File: config.mk
export PLATFORM = sky130hd
export DESIGN_NAME = adder_arbiter_flat
export DESIGN_NICKNAME = d
export VERILOG_FILES = /design/src/rtl/adder_arbiter_if.sv /design/src/rtl/adder_arbiter.sv /design/src/flat_wrapper.sv
export SDC_FILE = /design/constraint.sdc
export NUM_CORES = 1
export LEC_CHECK = 0
export BUFFER_PORTS_ARGS = -buffer_cell sky130_fd_sc_hd__buf_4
export CAP_MARGIN = 20
export CELL_PAD_IN_SITES_DETAIL_PLACEMENT = 1
export CELL_PAD_IN_SITES_GLOBAL_PLACEMENT = 2
export CORE_ASPECT_RATIO = 0.9
export CORE_MARGIN = 2
export CORE_UTILIZATION = 32
export DETAILED_ROUTE_END_ITERATION = 8
export GPL_ROUTABILITY_DRIVEN = 0
export GPL_TIMING_DRIVEN = 0
export HOLD_SLACK_MARGIN = 0.15
export PLACE_DENSITY = 0.89
export RECOVER_POWER = 25
export SYNTH_ARGS = -nofsm -noshare
export SYNTH_HDL_FRONTEND = slang
export SYNTH_HIERARCHICAL = 1
export SYNTH_SLANG_ARGS = --single-unit
File: constraint.sdc
create_clock -name clk -period 3.5 [get_ports clk]
set_input_delay 0.7 -clock clk [delete_from_list [all_inputs] [get_ports clk]]
set_output_delay 0.7 -clock clk [all_outputs]
set_load 0.005 [all_outputs]
File: src/rtl/adder_arbiter_if.sv
// Request/result bundle between the two operand-loading requesters and the
// arbiter that shares one 32-bit carry-lookahead adder between them.
interface adder_arbiter_if #(parameter int WIDTH = 32);
    logic             req0, cin0, req1, cin1;
    logic [WIDTH-1:0] a0, b0, a1, b1;
    logic             gnt0, gnt1, done0, done1;
    logic [WIDTH-1:0] sum;
    logic             cout, ovf, busy;

    modport master (
        output req0, a0, b0, cin0, req1, a1, b1, cin1,
        input  gnt0, gnt1, done0, done1, sum, cout, ovf, busy
    );

    modport slave (
        input  req0, a0, b0, cin0, req1, a1, b1, cin1,
        output gnt0, gnt1, done0, done1, sum, cout, ovf, busy
    );
endinterface

File: src/rtl/adder_arbiter.sv
// Round-robin arbiter in front of a shared 32-bit carry-lookahead adder:
// captures the winner's operands, adds them, and returns a registered result.

module carry_lookahead_adder (
    input  logic [31:0] a,
    input  logic [31:0] b,
    input  logic        cin,
    output logic [31:0] sum,
    output logic        cout
);
    logic [31:0] p, g;
    logic        cg, gg, gp;

    // 4-bit lookahead groups; each bit's carry is the group prefix G/P
    // applied to the carry entering the group.
    always_comb begin
        // NOTE: every combinational variable gets a value before any branch or
        // loop so no path can leave it unassigned and infer a latch.
        p   = a ^ b;
        g   = a & b;
        sum = '0;
        cg  = cin;
        gg  = 1'b0;
        gp  = 1'b1;
        for (int grp = 0; grp < 8; grp++) begin
            gg = 1'b0;
            gp = 1'b1;
            for (int k = 0; k < 4; k++) begin
                sum[4*grp+k] = p[4*grp+k] ^ (gg | (gp & cg));
                gg = g[4*grp+k] | (p[4*grp+k] & gg);
                gp = gp & p[4*grp+k];
            end
            cg = gg | (gp & cg);
        end
        cout = cg;
    end
endmodule

module adder_arbiter #(
    parameter int WIDTH = 32
) (
    input  logic           clk,
    input  logic           rst_n,
    adder_arbiter_if.slave bus
);
    typedef enum logic [1:0] {
        IDLE = 2'd0,
        CALC = 2'd1,
        DONE = 2'd2
    } state_t;

    state_t           state, state_next;
    logic             rr, owner, win, any_req;
    logic [WIDTH-1:0] op_a, op_b, sum_r, add_sum;
    logic             cin_r, cout_r, ovf_r, add_cout;

    always_comb begin
        any_req    = bus.req0 | bus.req1;
        win        = (bus.req0 && bus.req1) ? rr : bus.req1;
        state_next = state;
        unique case (state)
            IDLE:    if (any_req) state_next = CALC;
            CALC:    state_next = DONE;
            DONE:    state_next = IDLE;
            default: state_next = IDLE;
        endcase
    end

    // NOTE: registers update with non-blocking assignments so every flop
    // samples the values that existed before the clock edge.
    always_ff @(posedge clk or negedge rst_n) begin
        if (!rst_n) state <= IDLE;
        else        state <= state_next;
    end

    always_ff @(posedge clk or negedge rst_n) begin
        if (!rst_n) begin
            rr     <= 1'b0;
            owner  <= 1'b0;
            op_a   <= '0;
            op_b   <= '0;
            cin_r  <= 1'b0;
            sum_r  <= '0;
            cout_r <= 1'b0;
            ovf_r  <= 1'b0;
        end else begin
            unique case (state)
                IDLE: if (any_req) begin
                    owner <= win;
                    op_a  <= win ? bus.a1   : bus.a0;
                    op_b  <= win ? bus.b1   : bus.b0;
                    cin_r <= win ? bus.cin1 : bus.cin0;
                end
                CALC: begin
                    sum_r  <= add_sum;
                    cout_r <= add_cout;
                    ovf_r  <= (op_a[WIDTH-1] == op_b[WIDTH-1]) &&
                              (add_sum[WIDTH-1] != op_a[WIDTH-1]);
                end
                DONE:    rr <= ~owner;
                default: ;
            endcase
        end
    end

    // Only registered operands reach the adder, so it never sees them move mid-add.
    carry_lookahead_adder u_cla (
        .a    (op_a),
        .b    (op_b),
        .cin  (cin_r),
        .sum  (add_sum),
        .cout (add_cout)
    );

    assign bus.gnt0  = (state == CALC) && !owner;
    assign bus.gnt1  = (state == CALC) &&  owner;
    assign bus.done0 = (state == DONE) && !owner;
    assign bus.done1 = (state == DONE) &&  owner;
    assign bus.busy  = (state != IDLE);
    assign bus.sum   = sum_r;
    assign bus.cout  = cout_r;
    assign bus.ovf   = ovf_r;
endmodule

File: src/flat_wrapper.sv
// flat-port wrapper written by rule: the top's interface ports become plain ports
module adder_arbiter_flat 
#(
    parameter int WIDTH = 32
)
  (clk, rst_n, bus_req0, bus_a0, bus_b0, bus_cin0, bus_req1, bus_a1, bus_b1, bus_cin1, bus_gnt0, bus_gnt1, bus_done0, bus_done1, bus_sum, bus_cout, bus_ovf, bus_busy);
  adder_arbiter_if #(.WIDTH(WIDTH)) bus_i ();
  input  logic clk;
  input  logic rst_n;
  input wire logic [$bits(bus_i.req0)-1:0] bus_req0;
  input wire logic [$bits(bus_i.a0)-1:0] bus_a0;
  input wire logic [$bits(bus_i.b0)-1:0] bus_b0;
  input wire logic [$bits(bus_i.cin0)-1:0] bus_cin0;
  input wire logic [$bits(bus_i.req1)-1:0] bus_req1;
  input wire logic [$bits(bus_i.a1)-1:0] bus_a1;
  input wire logic [$bits(bus_i.b1)-1:0] bus_b1;
  input wire logic [$bits(bus_i.cin1)-1:0] bus_cin1;
  output wire logic [$bits(bus_i.gnt0)-1:0] bus_gnt0;
  output wire logic [$bits(bus_i.gnt1)-1:0] bus_gnt1;
  output wire logic [$bits(bus_i.done0)-1:0] bus_done0;
  output wire logic [$bits(bus_i.done1)-1:0] bus_done1;
  output wire logic [$bits(bus_i.sum)-1:0] bus_sum;
  output wire logic [$bits(bus_i.cout)-1:0] bus_cout;
  output wire logic [$bits(bus_i.ovf)-1:0] bus_ovf;
  output wire logic [$bits(bus_i.busy)-1:0] bus_busy;
  assign bus_i.req0 = bus_req0;
  assign bus_i.a0 = bus_a0;
  assign bus_i.b0 = bus_b0;
  assign bus_i.cin0 = bus_cin0;
  assign bus_i.req1 = bus_req1;
  assign bus_i.a1 = bus_a1;
  assign bus_i.b1 = bus_b1;
  assign bus_i.cin1 = bus_cin1;
  assign bus_gnt0 = bus_i.gnt0;
  assign bus_gnt1 = bus_i.gnt1;
  assign bus_done0 = bus_i.done0;
  assign bus_done1 = bus_i.done1;
  assign bus_sum = bus_i.sum;
  assign bus_cout = bus_i.cout;
  assign bus_ovf = bus_i.ovf;
  assign bus_busy = bus_i.busy;
  adder_arbiter #(.WIDTH(WIDTH)) u_core (.clk(clk), .rst_n(rst_n), .bus(bus_i));
endmodule
After elaboration in Yosys (flattened, before gate mapping)
Index checks and enable logic that the tools add are counted.
{ "totals": {"regBits": 103, "inputBits": 134, "output_inout_bits": 39, "elab_cells": 202} }
{ "classes": {"eq_ne": 5, "muxes": 6, "bitwise_logic": 172, "n_reduce_logical": 10} }
{ "ops": {"columns": ["cell", "n"], "rows": [
  ["$and A1 B1 Y1", 80],
  ["$mux W32", 2],
  ["$or A1 B1 Y1", 57],
  ["$and A32 B32 Y32", 1],
  ["$xor A1 B1 Y1", 32],
  ["$xor A32 B32 Y32", 1],
  ["$logic_and A1 B1 Y1", 6],
  ["$pmux W2 S2", 1],
  ["$eq A2 B1 Y1 const B", 1],
  ["$eq A2 B2 Y1 const B", 1],
  ["$logic_not A2 Y1", 1],
  ["$mux W1", 2],
  ["$mux W2", 1],
  ["$ne A2 B1 Y1 const B", 1],
  ["$reduce_and A2 Y1", 1],
  ["$reduce_bool A2 Y1", 1],
  ["$eq A1 B1 Y1", 1],
  ["$logic_not A1 Y1", 1],
  ["$ne A1 B1 Y1", 1],
  ["$not A1 Y1", 1]
]} }

Longest topological paths before layout
Gate-level depths: netlist of run 1.
{ "logic_depth": {"depth_word": 25, "depth_mapped": 12, "mapped_depth_nobuf": 12} }

Modules after synthesis
Netlist of run 1, hierarchy kept.
{ "by_module_without_submodules": {"columns": ["mod", "n_inst", "cells_each", "area_each_um2", "seq_area_each_um2"], "rows": [
  ["adder_arbiter", 1, 473, 4887.2, 2577.5],
  ["carry_lookahead_adder", 1, 172, 1457.6, 0.0]
]} }

Least setup slack after synthesis of run 1
No wires, ideal clock.
{ "synth_path": {"path_type": "reg-to-reg", "startpoint": "register u_core.op_a[10]", "endpoint": "register u_core.sum_r[24], in the netlist u_core/bus.sum[24]", "setup_time_ns": 0.125, "arrival_time_ns": 2.453, "required_time_ns": 3.375, "path_slack_ns": 0.923, "path_stages_with_launch": 12, "path_buffers": 0, "synth_period_minus_slack_ns": 2.577, "cell_sequence": "dfrtp_1 ha_1 nand4_1 nor2_2 o211ai_2 a31oi_4 o21a_1 o21a_1 nor2_1 fa_1 inv_1 mux2_2"} }
{ "synth_via": {"elab_chain_cells": 13, "elab_cells_between_ends": 17, "cone_classes": "17 x bitwise"} }
{ "synth_rtl": {"columns": ["item", "line", "source"], "rows": [
  ["from (decl)", "adder_arbiter.sv:54", "logic [WIDTH-1:0] op_a, op_b, sum_r, add_sum;"],
  ["from (signal assigned)", "adder_arbiter.sv:90", "op_a <= win ? bus.a1 : bus.a0;"],
  ["$xor A32 B32 Y32", "adder_arbiter.sv:19", "p = a ^ b;"],
  ["$and A1 B1 Y1", "adder_arbiter.sv:30", "gg = g[4*grp+k] | (p[4*grp+k] & gg);"],
  ["$or A1 B1 Y1", "adder_arbiter.sv:30", null],
  ["$and A1 B1 Y1", "adder_arbiter.sv:30", null],
  ["$or A1 B1 Y1", "adder_arbiter.sv:30", null],
  ["$or A1 B1 Y1 (*)", "adder_arbiter.sv:33", "cg = gg | (gp & cg);"],
  ["$and A1 B1 Y1 (*)", "adder_arbiter.sv:33", null],
  ["$or A1 B1 Y1 (*)", "adder_arbiter.sv:33", null],
  ["$and A1 B1 Y1 (*)", "adder_arbiter.sv:33", null],
  ["$or A1 B1 Y1 (*)", "adder_arbiter.sv:33", null],
  ["$and A1 B1 Y1 (*)", "adder_arbiter.sv:33", null],
  ["$or A1 B1 Y1 (*)", "adder_arbiter.sv:33", null],
  ["$xor A1 B1 Y1 (*)", "adder_arbiter.sv:29", "sum[4*grp+k] = p[4*grp+k] ^ (gg | (gp & cg));"],
  ["net u_core.add_sum[24]", "adder_arbiter.sv:54", null],
  ["to (signal assigned)", "adder_arbiter.sv:95", "sum_r <= add_sum;"],
  ["to (decl)", "adder_arbiter.sv:54", null]
]} }
Mark *: on every way through the listed nets, which the timed path passes. The rest lies on a longest branch.
A chain may end at the register's enable or synchronous reset.

Worst setup path after layout of run 1
{ "layout_path": {"startpoint": "register u_core.op_a[5]", "endpoint": "register u_core.sum_r[24], in the netlist u_core/bus.sum[24]"} }
{ "layout_via": {"elab_chain_cells": 17, "elab_cells_between_ends": 22, "cone_classes": "22 x bitwise"} }
{ "layout_rtl": {"columns": ["item", "line"], "rows": [
  ["$xor A32 B32 Y32", "adder_arbiter.sv:19"],
  ["$and A1 B1 Y1", "adder_arbiter.sv:30"],
  ["$or A1 B1 Y1", "adder_arbiter.sv:30"],
  ["$and A1 B1 Y1", "adder_arbiter.sv:30"],
  ["$or A1 B1 Y1", "adder_arbiter.sv:30"],
  ["$and A1 B1 Y1", "adder_arbiter.sv:30"],
  ["$or A1 B1 Y1", "adder_arbiter.sv:30"],
  ["$or A1 B1 Y1 (*)", "adder_arbiter.sv:33"],
  ["[2 not listed]", null],
  ["$and A1 B1 Y1 (*)", "adder_arbiter.sv:33"],
  ["$or A1 B1 Y1 (*)", "adder_arbiter.sv:33"],
  ["$and A1 B1 Y1 (*)", "adder_arbiter.sv:33"],
  ["$or A1 B1 Y1 (*)", "adder_arbiter.sv:33"],
  ["$and A1 B1 Y1 (*)", "adder_arbiter.sv:33"],
  ["$or A1 B1 Y1 (*)", "adder_arbiter.sv:33"],
  ["$xor A1 B1 Y1 (*)", "adder_arbiter.sv:29"],
  ["net u_core.add_sum[24]", "adder_arbiter.sv:54"]
]} }
Marked as above.

==> results of run 1 <==
## placed cells by master, fill, tap and decap left out, types with 8 or more instances in the layout
| cell | n |
|---|---|
| a21o_1 | 8 |
| a21oi_1 | 82 |
| a31oi_1 | 37 |
| a31oi_2 | 30 |
| buf_2 | 10 |
| buf_4 | 172 |
| clkbuf_1 | 38 |
| clkbuf_16 | 9 |
| dfrtp_1 | 103 |
| fa_1 | 8 |
| ha_1 | 32 |
| inv_1 | 30 |
| mux2_2 | 33 |
| nand2_1 | 8 |
| nand3_1 | 70 |
| nor2_1 | 13 |
| o21ai_0 | 63 |
| xnor2_1 | 16 |
## metrics by stage
stage	worst slack, ps	area, µm²
2_1_floorplan	923	6340
3_3_place_gp	492	7950
3_5_place_dp	471	7980
4_1_cts	445	8310
5_1_grt	290	8290
6_report	430	8290
## flip-flops by register name, indices dropped and copies added (netlist names)
signal / cells
u_core/op_b: 32
u_core/bus.cout: 1
u_core/cin_r: 1
u_core/bus.ovf: 1
u_core/op_a: 32
u_core/owner: 1
u_core/rr: 1
u_core/state: 2
u_core/bus.sum: 32
## cells in the mapped netlist (all sizes together) (5+ instances only)
cell | instances | area share
xnor2 | 16 | 0.022
a21oi | 86 | 0.071
o21a | 5 | 0.0061
mux2 | 33 | 0.059
a21o | 10 | 0.012
nand3 | 70 | 0.055
dfrtp | 103 | 0.41
ha | 32 | 0.063
xor2 | 5 | 0.0069
inv | 31 | 0.018
buf | 17 | 0.017
nor2 | 14 | 0.0087
a31oi | 69 | 0.10
o21ai | 72 | 0.059
fa | 8 | 0.025
clkbuf | 37 | 0.022
nand2 | 8 | 0.0047
## worst paths after layout
| path | start | to | cells past startpoint |
|---|---|---|---|
| min in group asynchronous | rst_n | u_core/bus.sum[16]$_DFFE_PN0N_ | 1 |
| max in group asynchronous | rst_n | u_core/op_b[27]$_DFFE_PN0P_ | 2 |
| worst max register to register | u_core/op_a[5]$_DFFE_PN0P_ | u_core/bus.sum[24]$_DFFE_PN0N_ | 11 |
| worst min register to register | u_core/bus.sum[11]$_DFFE_PN0N_ | u_core/bus.sum[11]$_DFFE_PN0N_ | 1 |
| worst min-delay path | u_core/bus.sum[11]$_DFFE_PN0N_ | u_core/bus.sum[11]$_DFFE_PN0N_ | 1 |
| worst max-delay path | u_core/op_a[5]$_DFFE_PN0P_ | u_core/bus.sum[24]$_DFFE_PN0N_ | 11 |
## cells by family after synthesis
logic type | Yosys count | share of synthesized area
buffers and inverters | 85 | 0.0576
muxes | 33 | 0.0586
DFF | 103 | 0.406
and+or+nand+nor | 110 | 0.0897
xor gates and xnor gates | 21 | 0.0290
AOI/OAI and AO/OA | 253 | 0.271
adders and majority gates | 40 | 0.0883
## power groups by stage
stage               combinational [W]  sequential, W  clock (W)
floorplan                     0.00387        0.00216          0
global placement              0.00522        0.00230          0
detailed placement            0.00541        0.00232          0
CTS                           0.00544        0.00230    0.00120
global route                  0.00603        0.00238    0.00123
finish                        0.00541        0.00230    0.00117
## routing by layer
metal  up-vias  wire (µm)  GRT usage
met5         -          0          0
met4         0        229     0.0499
met3        14       1060     0.0362
met2       153       9730      0.337
met1      2802      10700      0.298
li1       2735          -          -
## area by class of cell
| cell class | count | area, µm² |
|---|---|---|
| plain buffers | 54 | 249 |
| well taps | 250 | 313 |
| flip-flops and latches | 103 | 2580 |
| inverters | 31 | 116 |
| fillers | 2254 | 11100 |
| clock inverters | 5 | 106 |
| multi-input cells | 457 | 3400 |
| repair buffers | 173 | 1290 |
| clock buffers | 10 | 229 |
==> results.sh, run 1 <==
export IMPL_insertion_delay_ps=360
export IMPL_required_ps=3750
export IMPL_critPathCaptureType="flip-flop"
export IMPL_antennaDiodeCount=0
export IMPL_post_drt_wl_per_cell_um=20.0
export IMPL_arrival_ps=3320
export IMPL_syn_area_per_cell_um2=9.84
export IMPL_dp_hpwl_um=16700
export IMPL_drive_gt1_frac=0.347
export IMPL_ir_drop_uv=306
export IMPL_hold_buffers=0
export IMPL_totalWireLength_um=21700
export IMPL_leakage_nw=3.60
export IMPL_rsz0062_at_grt="false"
export IMPL_timing_hold_ws_ps=511
export IMPL_cts_max_level=3
export IMPL_clockRootBuffer="clkbuf_16"
export IMPL_setup_viol=0
export IMPL_cts_sinks=103
export IMPL_start_util=0.328
export IMPL_min_period_over_period=0.877
export IMPL_start_kind="flip-flop"
export IMPL_path_buf_inv=1
export IMPL_grt_usage=0.210
export IMPL_power_share_switching=0.427
export IMPL_cp_top_family="compound AO/OA/AOI/OAI gates"
export IMPL_comb_power_share=0.609
export IMPL_finalMaxSlewViolations=0
export IMPL_portBuffers=172
export IMPL_synthCells=645
export IMPL_grt_max_degree=54
export IMPL_crit_slowest_cell="fa_1"
export IMPL_setup_tns_ps=0
export IMPL_synth_seq_cells=103
export IMPL_cts_setup_buffers=0
export IMPL_worstPathMaxFanout=4
export IMPL_total_power_w=0.00888
export IMPL_die_w_um=152
export IMPL_relSlewSlack=0.0968
export IMPL_ios=173
export IMPL_p_int_w=0.00509
export IMPL_clkSlewWorstSetupHoldPaths_ps=70
export IMPL_async_flop_share=1.00
export IMPL_crit_top_cell="o21a_1"
export IMPL_sequentialPowerShare=0.259
export IMPL_drt_initial_drc_count=276
export IMPL_area_growth_pct=30.6
export IMPL_fmaxAchievable_ghz=0.326
export IMPL_cts_buffers=9
export IMPL_post_place_cells=1068
export IMPL_rows=48
export IMPL_grt_pass1_wl_um=34000
export IMPL_final_antenna_net_count=0
export IMPL_core_um2=19300
export IMPL_worst_slew_pin_slew_ps=1350
export IMPL_ys_seq_area_frac=0.406
export IMPL_vias=5704
export IMPL_cts_buffer_depth=2
export IMPL_syn_nets=819
export IMPL_syn_area_um2=6340
export IMPL_via_per_inst=5.27
export IMPL_crit_chain="ha_1 -> a21oi_1 -> o21ai_1 -> a2bb2oi_2 -> a31oi_4 -> o21a_1 -> o21a_1 -> nor2_1 -> fa_1 -> inv_1 -> mux2_2"
export IMPL_finalNonFillerCells=1083
export IMPL_nets=1003
export IMPL_die_h_um=138
export IMPL_yosys_warnings=6
export IMPL_drc=0
export IMPL_reg2reg_slack_ps=430
export IMPL_grt_pass1_vias=5993
export IMPL_power_density_nw_per_um2=1070
export IMPL_fin_util=0.429
export IMPL_slowest_delay_ps=520
export IMPL_synthFlopType="dfrtp_1"
export IMPL_min_delay_path_class="reg2reg"
export IMPL_cts_tree="built"
export IMPL_synth_edf_count=0
export IMPL_ys_types=53
export IMPL_grt_overflow=0
export IMPL_drt_pass1_iterations=5
export IMPL_die_area_um2=21000
export IMPL_antenna_found_initial=0
export IMPL_clock_skew_ps=7.68
export IMPL_fin_crit_ps=3070
export IMPL_p_switching_w=0.00379
export IMPL_path_class="reg2reg"
export IMPL_outcome="complete, no violations"
export IMPL_post_cts_resized=0
export IMPL_drv_cap=0
export IMPL_pwr_share_clk=0.132
export IMPL_hold_viol=0
Note: power is estimated with default switching activity, not from simulation.
==> run 2: changes to the inputs <==
- CELL_PAD_IN_SITES_DETAIL_PLACEMENT: 1 -> 0
- CELL_PAD_IN_SITES_GLOBAL_PLACEMENT: 2 -> 1
- CORE_UTILIZATION: 32 -> 40
- clock period: 3.5 -> 3.2 ns (I/O delays scaled with it)
==> run 2 against run 1 <==
The flow now finishes with violations (max-capacitance violations, max-slew violations). Sequential power up 8%. Non-clock buffer count unchanged. Fmax up 1.1%. Clock power down 5%. Sequential share of layout area up 0.29 points. Routed wire length down 14%. Final area down 0.94%. Global-route usage up 1.6 points. Clock skew up 5.7 ps. Critical endpoint unchanged.
==> results.sh, run 2 (synthesized netlist as in run 1, its figures left out) <==
export IMPL_drt_pass1_iterations=5
export IMPL_post_place_cells=1020
export IMPL_fmaxAchievable_ghz=0.329
export IMPL_ir_drop_uv=459
export IMPL_finalNonFillerCells=1036
export IMPL_fin_crit_ps=3040
export IMPL_arrival_ps=3280
export IMPL_drt_initial_drc_count=358
export IMPL_insertion_delay_ps=360
export IMPL_reg2reg_depth=11
export IMPL_drv_cap=1
export IMPL_cts_max_level=3
export IMPL_area_growth_pct=29.4
export IMPL_dp_hpwl_um=14300
export IMPL_final_common_cell="buf_4"
export IMPL_mostFrequentLayoutCells="172 x buf_4, 103 x dfrtp_1, 82 x a21oi_1, 70 x nand3_1, 63 x o21ai_0"
export IMPL_fill_cells=1442
export IMPL_rsz0062_at_grt="false"
export IMPL_totalWireLength_um=18700
export IMPL_hold_buffers=0
export IMPL_cts_buffer_depth=2
export IMPL_critPathCaptureType="flip-flop"
export IMPL_cts_buffers=9
export IMPL_drc=0
export IMPL_outcome="complete, but fails checks"
export IMPL_vias=5639
export IMPL_reg2reg_to="u_core/bus.sum[24]$_DFFE_PN0N_"
export IMPL_reg2reg_slack_ps=160
export IMPL_grt_pass1_vias=5341
export IMPL_cts_sinks=103
export IMPL_relSlewSlack=-0.528
export IMPL_setup_tns_ps=0
export IMPL_rr_startpoint="u_core/op_a[7]$_DFFE_PN0P_"
export IMPL_start_kind="flip-flop"
export IMPL_grt_usage=0.226
export IMPL_clock_skew_ps=13.4
export IMPL_die_h_um=123
export IMPL_core_um2=15400
export IMPL_clkSlewWorstSetupHoldPaths_ps=70
export IMPL_finalMaxSlewViolations=40
export IMPL_post_cts_resized=0
export IMPL_post_drt_wl_per_cell_um=18.1
export IMPL_worst_slew_pin_slew_ps=2290
export IMPL_final_antenna_net_count=0
export IMPL_portBuffers=172
export IMPL_ios=173
export IMPL_antenna_found_initial=0
export IMPL_start_util=0.411
export IMPL_antennaDiodeCount=0
export IMPL_drive_gt1_frac=0.348
export IMPL_min_delay_path_class="reg2reg"
export IMPL_die_w_um=137
export IMPL_violations="max-capacitance violations, max-slew violations"
export IMPL_grt_max_degree=65
export IMPL_die_area_um2=16900
export IMPL_required_ps=3440
export IMPL_setup_viol=0
export IMPL_clockRootBuffer="clkbuf_16"
export IMPL_grt_pass1_wl_um=28800
export IMPL_leakage_nw=3.59
export IMPL_min_period_over_period=0.949
export IMPL_worstPathMaxFanout=4
export IMPL_grt_overflow=0
export IMPL_nets=1003
export IMPL_cp_endpoint="u_core/bus.sum[24]$_DFFE_PN0N_"
export IMPL_hold_viol=0
export IMPL_power_density_nw_per_um2=1130
export IMPL_cts_tree="built"
export IMPL_crit_start="u_core/op_a[7]$_DFFE_PN0P_"
export IMPL_path_class="reg2reg"
export IMPL_via_per_inst=5.44
export IMPL_rows=43
export IMPL_cts_setup_buffers=0
[run 2: cell count changes in the layout (fill, tap and decap cells not counted)]
cell | before | now
bufinv_16 | 3 | 0
inv_6 | 1 | 4
clkbuf_2 | 2 | 0
clkbuf_8 | 0 | 2
buf_16 | 0 | 1
clkinv_4 | 0 | 1
clkinvlp_4 | 1 | 0
[run 2: routing by layer]
metal,global-route usage,up-vias,wire length (µm)
met5,0,-,0
met4,0.0540,0,238
met3,0.0504,15,1520
met2,0.346,214,8310
met1,0.327,2683,8660
li1,-,2727,-
[run 2: final cells by class]
type / count / area [µm²] / share of cell area
buffer: 54 / 249 / 0.0303
tap: 202 / 253 / 0.0308
clock buffer: 11 / 253 / 0.0308
sequential: 103 / 2580 / 0.314
clock inverter: 5 / 43.8 / 0.00533
multi-input combinational: 457 / 3400 / 0.414
inverter: 31 / 116 / 0.0142
timing repair buffer: 173 / 1320 / 0.160
[run 2: metrics by stage]
stage	util	setup WS, ps	hold slack (ps)	power [W]	cell area, µm²
after detailed placement	0.513	215	472	0.00822	7920
after global placement	0.511	230	472	0.00809	7890
after floorplan	-	623	344	0.00660	6340
final	0.532	163	488	0.00931	8210
after CTS	0.532	179	284	0.00936	8210
after global routing	0.532	59.1	515	0.0101	8210
[run 2: how the worst min path moves through the flow]
stage / start / end / cells after the start
5_1_grt: u_core/bus.ovf$_DFFE_PN0N_ / u_core/bus.ovf$_DFFE_PN0N_ / 2
3_5_place_dp: u_core/bus.ovf$_DFFE_PN0N_ / u_core/bus.ovf$_DFFE_PN0N_ / 2
6_report: u_core/bus.ovf$_DFFE_PN0N_ / u_core/bus.ovf$_DFFE_PN0N_ / 2
2_1_floorplan: rst_n / u_core/bus.cout$_DFFE_PN0N_ / 0
4_1_cts: rst_n / u_core/bus.sum[21]$_DFFE_PN0N_ / 1
3_3_place_gp: u_core/bus.ovf$_DFFE_PN0N_ / u_core/bus.ovf$_DFFE_PN0N_ / 2
[run 2: power breakdown]
part           total, W  internal (W)  switching, W
clock           0.00111      0.000584      0.000530
combinational   0.00571       0.00277       0.00294
sequential      0.00248       0.00200      0.000478
total           0.00931       0.00536       0.00395
[run 2: worst max-delay path: stages (launching register included)]
cell and delay (ps):
dfrtp_1 410, ha_1 370, nand2_1 70, o21ai_1 390, a2bb2oi_2 180, a31oi_4 270
o21a_1 210, o21a_1 160, nor2_1 60, fa_1 500, inv_1 40, mux2_2 250
==> run 3: changes to the inputs <==
- ABC_AREA: unset -> 1
- CORE_UTILIZATION: 40 -> 38
- PLACE_DENSITY: 0.89 -> 0.9
==> run 3 against run 2 <==
Critical endpoint is now u_core/bus.sum[28]$_DFFE_PN0N_. Fmax increased by 7.2%. The run now ends clean. Die area up 8.0%. Flip-flop and latch count stayed put.
==> results.sh, run 3 <==
export IMPL_mostFrequentLayoutCells="340 x nand2_1, 178 x inv_1, 172 x buf_4, 136 x nand3_1, 103 x dfrtp_1"
export IMPL_ios=173
export IMPL_synth_fa_ha_area_frac=0.0859
export IMPL_worst_slew_pin_slew_ps=1470
export IMPL_clock_skew_ps=8.81
export IMPL_power_density_nw_per_um2=973
export IMPL_drive_gt1_frac=0.207
export IMPL_fmaxAchievable_ghz=0.353
export IMPL_required_ps=3450
export IMPL_post_cts_resized=0
export IMPL_hold_buffers=0
export IMPL_min_period_over_period=0.886
export IMPL_final_common_cell="nand2_1"
export IMPL_grt_overflow=0
export IMPL_synth_mux_area_frac=0
export IMPL_yosys_area_share_simple=0.322
export IMPL_rsz0062_at_grt="false"
export IMPL_drt_pass1_iterations=5
export IMPL_cts_buffers=9
export IMPL_start_util=0.388
export IMPL_place_area_um2=8110
export IMPL_synth_top_area_frac=0.395
export IMPL_cts_sinks=103
export IMPL_via_per_inst=4.54
export IMPL_synth_xor_area_frac=0.0282
export IMPL_cts_buffer_depth=2
export IMPL_relSlewSlack=0.0185
export IMPL_synthTopCellsByArea="dfrtp_1 39%, nand2_1 20%, nand3_1 10%, inv_1 10%, ha_1 6.1%"
export IMPL_cts_max_level=3
export IMPL_ys_seq_area_frac=0.395
export IMPL_min_delay_path_class="reg2reg"
export IMPL_cts_tree="built"
export IMPL_vias=6000
export IMPL_grt_pass1_wl_um=28500
export IMPL_path_class="reg2reg"
export IMPL_setup_tns_ps=0
export IMPL_area_growth_pct=28.0
export IMPL_synth_commonest_cells="340 x nand2_1, 178 x inv_1, 136 x nand3_1"
export IMPL_leakage_nw=5.04
export IMPL_grt_max_degree=59
export IMPL_antennaDiodeCount=0
export IMPL_stdcell_area_um2=8350
export IMPL_nets=1281
export IMPL_grt_pass1_vias=5667
export IMPL_synthFlopType="dfrtp_1"
export IMPL_clkSlewWorstSetupHoldPaths_ps=70
export IMPL_portBuffers=172
export IMPL_outcome="complete, no violations"
export IMPL_syn_area_um2=6530
export IMPL_post_drt_wl_per_cell_um=13.3
export IMPL_final_antenna_net_count=0
export IMPL_synth_top_family_by_area="simple AND/OR/NAND/NOR gates"
export IMPL_worstPathMaxFanout=3
export IMPL_synth_edf_count=0
export IMPL_insertion_delay_ps=350
export IMPL_antenna_found_initial=0
export IMPL_setup_viol=0
export IMPL_arrival_ps=3080
export IMPL_syn_nets=1097
export IMPL_syn_area_per_cell_um2=7.07
export IMPL_ir_drop_uv=356
export IMPL_die_h_um=128
export IMPL_drv_cap=0
export IMPL_synth_most_common_cell="nand2_1"
export IMPL_totalWireLength_um=17600
export IMPL_async_flop_share=1.00
export IMPL_fin_crit_ps=2830
export IMPL_yosys_warnings=6
export IMPL_grt_usage=0.202
export IMPL_critPathCaptureType="flip-flop"
export IMPL_finalMaxSlewViolations=0
export IMPL_die_w_um=142
export IMPL_die_area_um2=18200
export IMPL_start_kind="flip-flop"
export IMPL_ys_types=24
export IMPL_hold_viol=0
export IMPL_drt_initial_drc_count=378
export IMPL_clockRootBuffer="clkbuf_16"
export IMPL_synthCells=923
export IMPL_rows=45
export IMPL_cts_setup_buffers=0
export IMPL_synth_seq_cells=103
export IMPL_core_um2=16800
export IMPL_drc=0
export IMPL_timing_hold_ws_ps=480
export IMPL_dp_hpwl_um=13300
export IMPL_yosys_area_top_type="dfrtp_1"
export IMPL_synth_compound_area_frac=0.0276
[run 3: cell types whose count changed after synthesis, sizes merged, moves of 33 or more]
cell	delta
a21oi	-65
a31oi	-69
inv	+148
mux2	-33
nand2	+344
nand3	+67
o21ai	-66
[run 3: where the power goes]
| group | switching (W) | internal, W | total, W | leakage, nW |
|---|---|---|---|---|
| Clock | 0.000462 | 0.000573 | 0.00103 | 0.131 |
| Sequential | 0.000470 | 0.00198 | 0.00245 | 1.26 |
| Combinational | 0.00264 | 0.00200 | 0.00464 | 3.66 |
| Total | 0.00358 | 0.00455 | 0.00812 | 5.04 |
[run 3: path summary, 6_finish.rpt]
check,start,endpoint,slack [ps],cells past startpoint
min in group asynchronous,rst_n,u_core/op_a[4]$_DFFE_PN0P_,630,1
max in group asynchronous,rst_n,u_core/bus.sum[0]$_DFFE_PN0N_,710,2
worst min-delay path,u_core/bus.sum[26]$_DFFE_PN0N_,u_core/bus.sum[26]$_DFFE_PN0N_,480,2
worst min register to register,u_core/bus.sum[26]$_DFFE_PN0N_,u_core/bus.sum[26]$_DFFE_PN0N_,480,2
worst max register to register,u_core/op_a[1]$_DFFE_PN0P_,u_core/bus.sum[28]$_DFFE_PN0N_,370,24
worst max-delay path,u_core/op_a[1]$_DFFE_PN0P_,u_core/bus.sum[28]$_DFFE_PN0N_,370,24
[run 3: per-stage QoR]
step	power, W	utilization	std cells	setup slack (ps)
after global placement	0.00702	0.480	1306	401
after floorplan	0.00568	-	923	748
after CTS	0.00821	0.498	1323	376
after detailed placement	0.00713	0.482	1307	385
final	0.00812	0.496	1323	366
after global routing	0.00900	0.496	1323	118
[run 3: cell families (layout without fill, tap and decap cells)]
kind of cell | count (synthesis) | after routing
AND/OR/NAND/NOR | 504 | 504
flip-flops | 103 | 103
XOR/XNOR | 21 | 21
AO/OA/AOI/OAI | 33 | 33
buffers and inverters | 222 | 411
adder cells (fa/ha/maj) | 40 | 40
[run 3: cell type report]
type,instances,area (µm²)
fillers,1707,8480
repair buffers,173,1290
plain buffers,42,243
clock buffers,16,272
flip-flops and latches,103,2580
multi-input cells,598,3030
inverters,180,676
well taps,211,264
[run 3: critical path, cell delays in order, from the launching register on]
cell	delay, ps
dfrtp_1	400
ha_1	340
nand2_1	60
nand2_1	70
nand2_1	50
nand2_1	50
nand2_1	60
nand3_2	90
nand2_1	50
nand2_1	110
nand2_1	100
nand2_2	100
nand2_2	60
nand2_2	80
nand2_2	50
nand2_2	90
nand2_2	60
nand2_2	80
nand2_2	60
nand2_2	90
inv_1	60
fa_1	470
inv_1	50
nand2_1	60
nand2_1	50
[run 3: routing by layer]
layer / part of all wire / vias up / track usage
met3: 0.049 / 8 / 0.0407
met4: 0.0066 / 0 / 0.0400
met2: 0.46 / 144 / 0.330
met1: 0.49 / 2698 / 0.280
met5: 0 / - / 0
li1: - / 3150 / -
